### src/rtl/bt_cmd_rx_if.sv
// Serial command link between a Bluetooth UART source and the command receiver.
// The master side drives the serial line; the slave side (receiver) returns the decoded outputs.
interface bt_cmd_rx_if;
  logic       rx;
  logic [4:0] instruction;
  logic [2:0] turn_angle;
  logic       frame_ok;
  logic       frame_err;
  logic       link_ok;

  modport master (
    output rx,
    input  instruction,
    input  turn_angle,
    input  frame_ok,
    input  frame_err,
    input  link_ok
  );

  modport slave (
    input  rx,
    output instruction,
    output turn_angle,
    output frame_ok,
    output frame_err,
    output link_ok
  );
endinterface

### src/rtl/bt_cmd_rx.sv
// UART receiver plus 3-byte frame parser (A5, cmd, ~cmd) driving motor command outputs.
// Define BT_RX_WATCHDOG_EN to drop the link and zero the outputs after TIMEOUT_CYC idle cycles.
module bt_cmd_rx #(
  parameter int unsigned CLK_HZ      = 100_000_000,
  parameter int unsigned BAUD        = 9600,
  parameter int unsigned TIMEOUT_CYC = 50_000_000
) (
  input  logic       clk,
  input  logic       rst,
  bt_cmd_rx_if.slave bt_if
);

  localparam int unsigned BitCyc  = CLK_HZ / BAUD;
  localparam int unsigned CntW    = (BitCyc > 2) ? $clog2(BitCyc) : 1;
  localparam logic [CntW-1:0] HalfCnt = CntW'(BitCyc / 2);
  localparam logic [CntW-1:0] LastCnt = CntW'(BitCyc - 1);
  localparam logic [7:0] Header = 8'hA5;

  typedef enum logic [1:0] {StIdle, StStart, StData, StStop} uart_st_e;
  typedef enum logic [1:0] {StHunt, StHdr, StCmd} parse_st_e;

  logic            rx_meta_q, rx_sync_q, rx_prev_q;
  uart_st_e        uart_st_q, uart_st_d;
  logic [CntW-1:0] cnt_q, cnt_d;
  logic [2:0]      bit_idx_q, bit_idx_d;
  logic [7:0]      shift_q, shift_d;
  logic            byte_valid, stop_err;

  parse_st_e       parse_st_q, parse_st_d;
  logic [7:0]      cmd_q, cmd_d;
  logic            accept, reject;

  logic [4:0]      instruction_q, instruction_d;
  logic [2:0]      turn_angle_q, turn_angle_d;
  logic            frame_ok_q, frame_ok_d;
  logic            frame_err_q, frame_err_d;
  logic            link_ok_q, link_ok_d;

  // Synchronizer resets to idle-high so reset release never looks like a start edge.
  always_ff @(posedge clk or negedge rst) begin
    if (!rst) begin
      rx_meta_q <= 1'b1;
      rx_sync_q <= 1'b1;
      rx_prev_q <= 1'b1;
    end else begin
      rx_meta_q <= bt_if.rx;
      rx_sync_q <= rx_meta_q;
      rx_prev_q <= rx_sync_q;
    end
  end

  always_ff @(posedge clk or negedge rst) begin
    if (!rst) begin
      uart_st_q <= StIdle;
      cnt_q     <= '0;
      bit_idx_q <= '0;
      shift_q   <= '0;
    end else begin
      uart_st_q <= uart_st_d;
      cnt_q     <= cnt_d;
      bit_idx_q <= bit_idx_d;
      shift_q   <= shift_d;
    end
  end

  always_comb begin
    uart_st_d  = uart_st_q;
    cnt_d      = cnt_q;
    bit_idx_d  = bit_idx_q;
    shift_d    = shift_q;
    byte_valid = 1'b0;
    stop_err   = 1'b0;
    unique case (uart_st_q)
      StIdle: begin
        if (rx_prev_q && !rx_sync_q) begin
          uart_st_d = StStart;
          cnt_d     = '0;
        end
      end
      StStart: begin
        // Mid-start-bit check; a high line here was only a glitch.
        if (cnt_q == HalfCnt) begin
          cnt_d     = '0;
          bit_idx_d = '0;
          uart_st_d = rx_sync_q ? StIdle : StData;
        end else begin
          cnt_d = cnt_q + CntW'(1);
        end
      end
      StData: begin
        if (cnt_q == LastCnt) begin
          cnt_d     = '0;
          shift_d   = {rx_sync_q, shift_q[7:1]};
          bit_idx_d = bit_idx_q + 3'd1;
          if (bit_idx_q == 3'd7) uart_st_d = StStop;
        end else begin
          cnt_d = cnt_q + CntW'(1);
        end
      end
      StStop: begin
        if (cnt_q == LastCnt) begin
          cnt_d     = '0;
          uart_st_d = StIdle;
          if (rx_sync_q) byte_valid = 1'b1;
          else           stop_err   = 1'b1;
        end else begin
          cnt_d = cnt_q + CntW'(1);
        end
      end
      default: uart_st_d = StIdle;
    endcase
  end

  always_ff @(posedge clk or negedge rst) begin
    if (!rst) begin
      parse_st_q <= StHunt;
      cmd_q      <= '0;
    end else begin
      parse_st_q <= parse_st_d;
      cmd_q      <= cmd_d;
    end
  end

  always_comb begin
    parse_st_d = parse_st_q;
    cmd_d      = cmd_q;
    accept     = 1'b0;
    reject     = 1'b0;
    if (stop_err) begin
      parse_st_d = StHunt;
      reject     = 1'b1;
    end else if (byte_valid) begin
      unique case (parse_st_q)
        StHunt: if (shift_q == Header) parse_st_d = StHdr;
        StHdr: begin
          cmd_d      = shift_q;
          parse_st_d = StCmd;
        end
        StCmd: begin
          if (shift_q == ~cmd_q) accept = 1'b1;
          else                   reject = 1'b1;
          parse_st_d = StHunt;
        end
        default: parse_st_d = StHunt;
      endcase
    end
  end

`ifdef BT_RX_WATCHDOG_EN
  localparam int unsigned WdW = $clog2(TIMEOUT_CYC + 1);
  localparam logic [WdW-1:0] WdLimit = WdW'(TIMEOUT_CYC);

  logic [WdW-1:0] wd_q, wd_d;
  logic           wd_expired;

  always_ff @(posedge clk or negedge rst) begin
    if (!rst) wd_q <= '0;
    else      wd_q <= wd_d;
  end

  always_comb begin
    wd_d = wd_q;
    if (accept)              wd_d = '0;
    else if (wd_q != WdLimit) wd_d = wd_q + WdW'(1);
    wd_expired = (wd_d == WdLimit);
  end

  // Expiry forces a safe stop/straight command in the same cycle the link drops.
  always_comb begin
    frame_ok_d    = accept;
    frame_err_d   = reject;
    instruction_d = accept ? cmd_q[4:0] : instruction_q;
    turn_angle_d  = accept ? cmd_q[7:5] : turn_angle_q;
    link_ok_d     = link_ok_q | accept;
    if (wd_expired) begin
      instruction_d = '0;
      turn_angle_d  = '0;
      link_ok_d     = 1'b0;
    end
  end
`else
  logic unused_timeout;
  assign unused_timeout = ^TIMEOUT_CYC;

  always_comb begin
    frame_ok_d    = accept;
    frame_err_d   = reject;
    instruction_d = accept ? cmd_q[4:0] : instruction_q;
    turn_angle_d  = accept ? cmd_q[7:5] : turn_angle_q;
    link_ok_d     = link_ok_q | accept;
  end
`endif

  always_ff @(posedge clk or negedge rst) begin
    if (!rst) begin
      instruction_q <= '0;
      turn_angle_q  <= '0;
      frame_ok_q    <= 1'b0;
      frame_err_q   <= 1'b0;
      link_ok_q     <= 1'b0;
    end else begin
      instruction_q <= instruction_d;
      turn_angle_q  <= turn_angle_d;
      frame_ok_q    <= frame_ok_d;
      frame_err_q   <= frame_err_d;
      link_ok_q     <= link_ok_d;
    end
  end

  assign bt_if.instruction = instruction_q;
  assign bt_if.turn_angle  = turn_angle_q;
  assign bt_if.frame_ok    = frame_ok_q;
  assign bt_if.frame_err   = frame_err_q;
  assign bt_if.link_ok     = link_ok_q;

endmodule

### src/flat_wrapper.sv
// flat-port wrapper written by rule: the top's interface ports become plain ports
module bt_cmd_rx_flat 
#(
  parameter int unsigned CLK_HZ      = 100_000_000,
  parameter int unsigned BAUD        = 9600,
  parameter int unsigned TIMEOUT_CYC = 50_000_000
)
  (clk, rst, bt_if_rx, bt_if_instruction, bt_if_turn_angle, bt_if_frame_ok, bt_if_frame_err, bt_if_link_ok);
  bt_cmd_rx_if bt_if_i ();
  input  logic clk;
  input  logic rst;
  input wire logic [$bits(bt_if_i.rx)-1:0] bt_if_rx;
  output wire logic [$bits(bt_if_i.instruction)-1:0] bt_if_instruction;
  output wire logic [$bits(bt_if_i.turn_angle)-1:0] bt_if_turn_angle;
  output wire logic [$bits(bt_if_i.frame_ok)-1:0] bt_if_frame_ok;
  output wire logic [$bits(bt_if_i.frame_err)-1:0] bt_if_frame_err;
  output wire logic [$bits(bt_if_i.link_ok)-1:0] bt_if_link_ok;
  assign bt_if_i.rx = bt_if_rx;
  assign bt_if_instruction = bt_if_i.instruction;
  assign bt_if_turn_angle = bt_if_i.turn_angle;
  assign bt_if_frame_ok = bt_if_i.frame_ok;
  assign bt_if_frame_err = bt_if_i.frame_err;
  assign bt_if_link_ok = bt_if_i.link_ok;
  bt_cmd_rx #(.CLK_HZ(CLK_HZ), .BAUD(BAUD), .TIMEOUT_CYC(TIMEOUT_CYC)) u_core (.clk(clk), .rst(rst), .bt_if(bt_if_i));
endmodule
### config.mk
export PLATFORM = sky130hd
export DESIGN_NAME = bt_cmd_rx_flat
export DESIGN_NICKNAME = d
export VERILOG_FILES = /design/src/rtl/bt_cmd_rx_if.sv /design/src/rtl/bt_cmd_rx.sv /design/src/flat_wrapper.sv
export SDC_FILE = /design/constraint.sdc
export NUM_CORES = 1
export LEC_CHECK = 0
export ABC_AREA = 1
export BUFFER_PORTS_ARGS = -buffer_cell sky130_fd_sc_hd__buf_4
export CAP_MARGIN = 20
export CORE_MARGIN = 2
export CORE_UTILIZATION = 31
export CTS_CLUSTER_DIAMETER = 100
export CTS_CLUSTER_SIZE = 14
export DETAILED_ROUTE_END_ITERATION = 8
export HOLD_SLACK_MARGIN = 0.12
export MAX_ROUTING_LAYER = met4
export PLACE_DENSITY_LB_ADDON = 0.15
export SLEW_MARGIN = 20
export SYNTH_ARGS = -nofsm -noshare
export SYNTH_HDL_FRONTEND = slang
export SYNTH_SLANG_ARGS = --single-unit
### constraint.sdc
create_clock -name clk -period 1.9 [get_ports clk]
set_clock_uncertainty 0.05 [all_clocks]
set_input_delay 0.38 -clock clk [delete_from_list [all_inputs] [get_ports clk]]
set_output_delay 0.38 -clock clk [all_outputs]
set_load 0.01 [all_outputs]
Word-level counts from Yosys, hierarchy flattened
Index checks and enable logic that the tools add are counted.
{"block": "classes", "bitwise_logic": 3, "n_addsub": 2, "n_mux": 32, "n_eq_ne": 16, "n_reduce_logical": 12}
{"cell": "$mux W14", "count": 3}
{"cell": "$pmux W14 S3", "count": 1}
{"cell": "$mux W2", "count": 9}
{"cell": "$add A14 B1 Y14 const B", "count": 1}
{"cell": "$eq A14 B13 Y1 const B", "count": 1}
{"cell": "$eq A14 B14 Y1 const B", "count": 1}
{"cell": "$mux W1", "count": 14}
{"cell": "$ne A2 B1 Y1 const B", "count": 5}
{"cell": "$eq A8 B8 Y1", "count": 1}
{"cell": "$eq A8 B8 Y1 const B", "count": 1}
{"cell": "$not A8 Y8", "count": 1}
{"cell": "$pmux W2 S4", "count": 1}
{"cell": "$eq A2 B2 Y1 const B", "count": 3}
{"cell": "$mux W3", "count": 2}
{"cell": "$pmux W3 S2", "count": 1}
{"cell": "$reduce_and A3 Y1", "count": 2}
{"cell": "$reduce_and A5 Y1", "count": 1}
{"cell": "$eq A2 B1 Y1 const B", "count": 2}
{"cell": "$logic_not A2 Y1", "count": 2}
{"cell": "$pmux W2 S2", "count": 1}
{"cell": "$reduce_and A2 Y1", "count": 2}
{"cell": "$reduce_bool A2 Y1", "count": 2}
{"cell": "$add A3 B1 Y3 const B", "count": 1}
{"cell": "$eq A3 B3 Y1 const B", "count": 1}
{"cell": "6 further kinds", "count": 6}
{"block": "word_totals", "in_bits": 3, "ff_bits": 51, "word_cells": 79, "out_inout_bits": 11}

Depth between registers and ports, before layout
{"block": "logic_depth", "ltp_word": 7, "ltp_mapped": 10, "depth_no_buf": 10}

Least setup slack after synthesis
No wires, ideal clock.
{"block": "synth_path", "path_kind": "flip-flop to flip-flop", "start": "register u_core.cnt_q[0]", "end": "register u_core.cmd_q[3]", "path_stages_with_launch": 10, "period_less_slack_ns": 1.627, "t_arrival_ns": 1.459, "setup_slack_ns": 0.273, "path_cell_list": "dfrtp_1 ha_1 nand3_2 nor2_2 nand2_4 nor2_8 nand3_4 buf_6 nand2_2 o21ai_2"}
{"block": "synth_between", "elab_chain_len": 5, "word_cells_on_any_way": 7, "cone_classes": "eq/ne: 1; mux: 4; bitwise: 1; reduce/logical: 1"}
{"item": "start, declared", "line_no": "bt_cmd_rx.sv:24", "source": "logic [CntW-1:0] cnt_q, cnt_d;"}
{"item": "start signal, assigned", "line_no": "bt_cmd_rx.sv:60", "source": "cnt_q <= cnt_d;"}
{"item": "$eq A14 B14 Y1 *", "line_no": "bt_cmd_rx.sv:101", "source": "if (cnt_q == LastCnt) begin"}
{"item": "$mux W1", "line_no": "bt_cmd_rx.sv:101"}
{"item": "$mux W1", "line_no": "bt_cmd_rx.sv:73", "source": "unique case (uart_st_q)"}
{"item": "$not A1 Y1 (no line)"}
{"item": "$reduce_and A3 Y1 (no line) *"}
{"item": "end signal, assigned", "line_no": "bt_cmd_rx.sv:120", "source": "cmd_q <= cmd_d;"}
{"item": "end, declared", "line_no": "bt_cmd_rx.sv:30", "source": "logic [7:0] cmd_q, cmd_d;"}
Mark *: on every way between the ends. The rest lies on a longest branch, timed or not.
A chain may end at the register's enable or synchronous reset.

Final worst setup path
{"block": "layout_path", "start": "register u_core.cnt_q[0]", "end": "register u_core.cnt_q[9]"}
{"block": "layout_between", "elab_chain_len": 3, "word_cells_on_any_way": 6, "cone_classes": "add/sub: 1; eq/ne: 2; mux: 3"}
{"item": "$add A14 B1 Y14 (tied with other cells)", "line_no": "bt_cmd_rx.sv:87, bt_cmd_rx.sv:97, bt_cmd_rx.sv:107"}
{"item": "$mux W14 (on tied branches)", "line_no": "bt_cmd_rx.sv:91, bt_cmd_rx.sv:101, bt_cmd_rx.sv:82"}
{"item": "$pmux W14 S3 *", "line_no": "bt_cmd_rx.sv:73"}
Marked as above.

==> results by group <==
Clocking
  • Clock sinks: 51
  • CTS tree: yes
  • Clock-pin slew on the worst setup and hold paths: approximately 0.090 ns
  • Max Buffers Root-to-Sink: 2
  • Root Buffer Master: clkbuf_8
  • Clock Latency Late Sink: 0.31 ns
  • TritonCTS buffer count: 5
  • Post-CTS Repair Setup Buffers: 0
  • H-tree depth: 2

Setup path
  • Critical Path AT: 1.87 ns
  • CP Launch Type: flip-flop
  • Required @ worst endpoint: between 2 and 2.5 ns
  • Worst Setup Path Type: reg2reg
  • Endpoint class of the critical path: flip-flop
  • Max Fanout on Critical Path: 10

Drt
  • Routed via count: 2032
  • Average routed wire per standard cell: between 10 and 15 um
  • DRC Markers: 0
  • Detail Route Antenna Nets: 0
  • First-pass DRT Iterations: 4
  • Initial DRC count: 90
  • Final wirelength: about 5700 um
  • Via-to-Cell Ratio: between 4 and 5

STA
  • # setup viols final: 0
  • Setup TNS: 0 ns
  • Final Hold Fails: 0
  • Final min period: around 1.7 ns
  • Fmax: roughly 580 MHz
  • Rel. slew slack: 0.560
  • Final Max Slew Viols: 0
  • RSZ-0062 raised after global routing: false
  • Tightest Pin Transition: around 0.66 ns
  • Fin crit share: 0.911

Finish
  • Layout Area Growth over Synthesis: 15.7%
  • Fin util: 0.369
  • Layout cells sized above 1: 0.167
  • Commonest cells after routing, fill and taps aside: 84 x nand2_1, 48 x dfrtp_1, 33 x inv_1
  • Final Instance Area: around 3000 um2
  • Inserted Diodes: 0
  • Leading cell type in the layout, fill and taps excluded: nand2_1
  • Nets: roughly 350

Global route
  • Gr usage total: 0.139
  • Met2 Resource Use GR: 0.200
  • GRT overflow: 0
  • GR Util met3: 0.0282
  • First-pass GRT wire length: 9520 um
  • Vias in the first global route: between 1500 and 2000
  • Largest net degree at the start of global routing: 52
  • Most used routing layer: met2
  • Met1 usage: 0.197
  • Initial antenna violation count: 0

Floorplan
  • Die H: about 96 um
  • CORE AREA: ~8200 um2
  • Chip width: roughly 96 um
  • Row count: 33
  • Initial core utilization: 0.319
  • Die area: between 9000 and 10000 um2
  • Num ports: 14

Synth
  • Syn Std Cell Area: ~2600 um2
  • Synth Instances: around 310
  • Avg Cell Area, Syn: between 8 and 9 um2
  • Post-synth top area cell: dfrtp_1
  • FF+latch count, synth: 51
  • YS warnings: 0
  • Post-Syn Nets: approximately 320
  • Top cells by area, synth: dfrtp_1 46%, nand2_1 12%, o21ai_0 6.3%
  • Unique masters post-synth: 32
  • Seq/Total Area, Yosys: 0.488
  • Share of the synthesized area in the top cell type: 0.458

Placement
  • Port Buf Inserts: 13
  • Placed cell areas: around 2900 um2
  • Detailed placement HPWL: 3930 um
  • GPL Wtd Cong: 0.818

Pwr
  • LEAKAGE: approximately 1.4 nW
  • Pwr Total: between 2 and 2.5 mW
  • VDD IR max: slightly below 0.0003 V
  • Cell Pwr Density: between 700 and 800 nW/um2

Min path
  • Worst hold-check path type: reg2reg

Status
  • Status: finished, final reports clean

Flow run
  • MaxCap Viol Count: 0
[what timing repair did]
item	CTS	global route
setup endpoints to repair	0	20
resized for setup	0	6
hold buffers	2	0
hold endpoints to repair	49	0
[layout make-up]
cell class | instances | area [um2]
clock buffers | 6 | 72.6
clock inverters | 2 | 12.5
fillers | 829 | 5180
inverters | 35 | 134
multi-input cells | 223 | 1200
flip-flops and latches | 51 | 1280
well taps | 105 | 131
repair buffers | 24 | 198
[synth_stat cells]
cell	n
nand2_1	85
dfrtp_1	48
inv_1	33
o21ai_0	33
nand3_1	25
nor2_1	21
xor2_1	12
nand4_1	8
o21ai_2	8
ha_1	5
nand2_2	4
nor3_1	4
dfstp_2	3
nor2_2	3
o22ai_1	3
buf_2	2
a21boi_0	1
buf_4	1
buf_6	1
clkbuf_2	1
clkinv_1	1
inv_2	1
nand2_4	1
nand3_2	1
nand3_4	1
nand4_2	1
nor2_4	1
nor2_8	1
o21ai_1	1
o21bai_1	1
or2_0	1
xnor2_1	1
[per-layer routing]
| layer | part of all wire | wire [um] | vias to the layer above |
|---|---|---|---|
| met4 | 0.011 | 64 | 0 |
| met5 | 0 | 0 | - |
| li1 | - | - | 1067 |
| met3 | 0.022 | 126 | 7 |
| met2 | 0.44 | 2470 | 16 |
| met1 | 0.53 | 3000 | 942 |
[final timing paths]
check | startpoint | to | slack, ns | cells after the start
worst max-delay path | u_core.cnt_q[0] | u_core.cnt_q[9] | 0.17 | 8
worst min-delay path | u_core.rx_meta_q | u_core.rx_sync_q | 0.31 | 0
worst max register to register | u_core.cnt_q[0] | u_core.cnt_q[9] | 0.17 | 8
worst min register to register | u_core.rx_meta_q | u_core.rx_sync_q | 0.31 | 0
max in group asynchronous | rst | u_core.bit_idx_q[1] | 0.76 | 2
min in group asynchronous | rst | u_core.cnt_q[7] | 0.59 | 2
[where the power goes]
group          switching, mW  leakage (nW)  internal [mW]
logic                  0.312         0.707          0.134
clock network          0.377        0.0412          0.259
registers             0.0760         0.696           1.14
[worst max-delay path, cell delays in order (launching register included)]
cell	delay [ns]
dfrtp_1	0.42
ha_1	0.22
nand3_2	0.16
nor2_4	0.17
nand2_4	0.09
nand2_1	0.10
nand2_2	0.15
inv_4	0.14
o21ai_0	0.11
[sequential cells by signal, summed over array words and instances (netlist names), named ones only]
| register | flops |
|---|---|
| u_core.shift_q | 8 |
| u_core.bt_if.frame_ok | 1 |
| u_core.cmd_q | 8 |
| u_core.bt_if.turn_angle | 3 |
| u_core.bt_if.link_ok | 1 |
| u_core.rx_sync_q | 1 |
| u_core.parse_st_q | 2 |
| u_core.bit_idx_q | 3 |
| u_core.bt_if.frame_err | 1 |
| u_core.uart_st_q | 1 |
| u_core.bt_if.instruction | 5 |
| u_core.cnt_q | 14 |
| u_core.rx_meta_q | 1 |
| u_core.rx_prev_q | 1 |
[through the flow]
stage               hold slack, ns  setup slack (ns)  cells
floorplan                   0.0344             0.273    313
global placement             0.297            0.0866    435
detailed placement           0.297            0.0383    435
CTS                          0.311            0.0109    445
global route                 0.313            0.0202    446
finish                       0.309             0.169    446
[kinds of logic after synthesis]
group           after synthesis  share of synthesized area
simple gates                157                      0.277
fa+ha+maj                     5                     0.0239
buf+inv                      40                     0.0630
compound gates               47                      0.105
xor+xnor                     13                     0.0434
flops                        51                      0.488
Note: power is estimated with default switching activity, not from simulation.
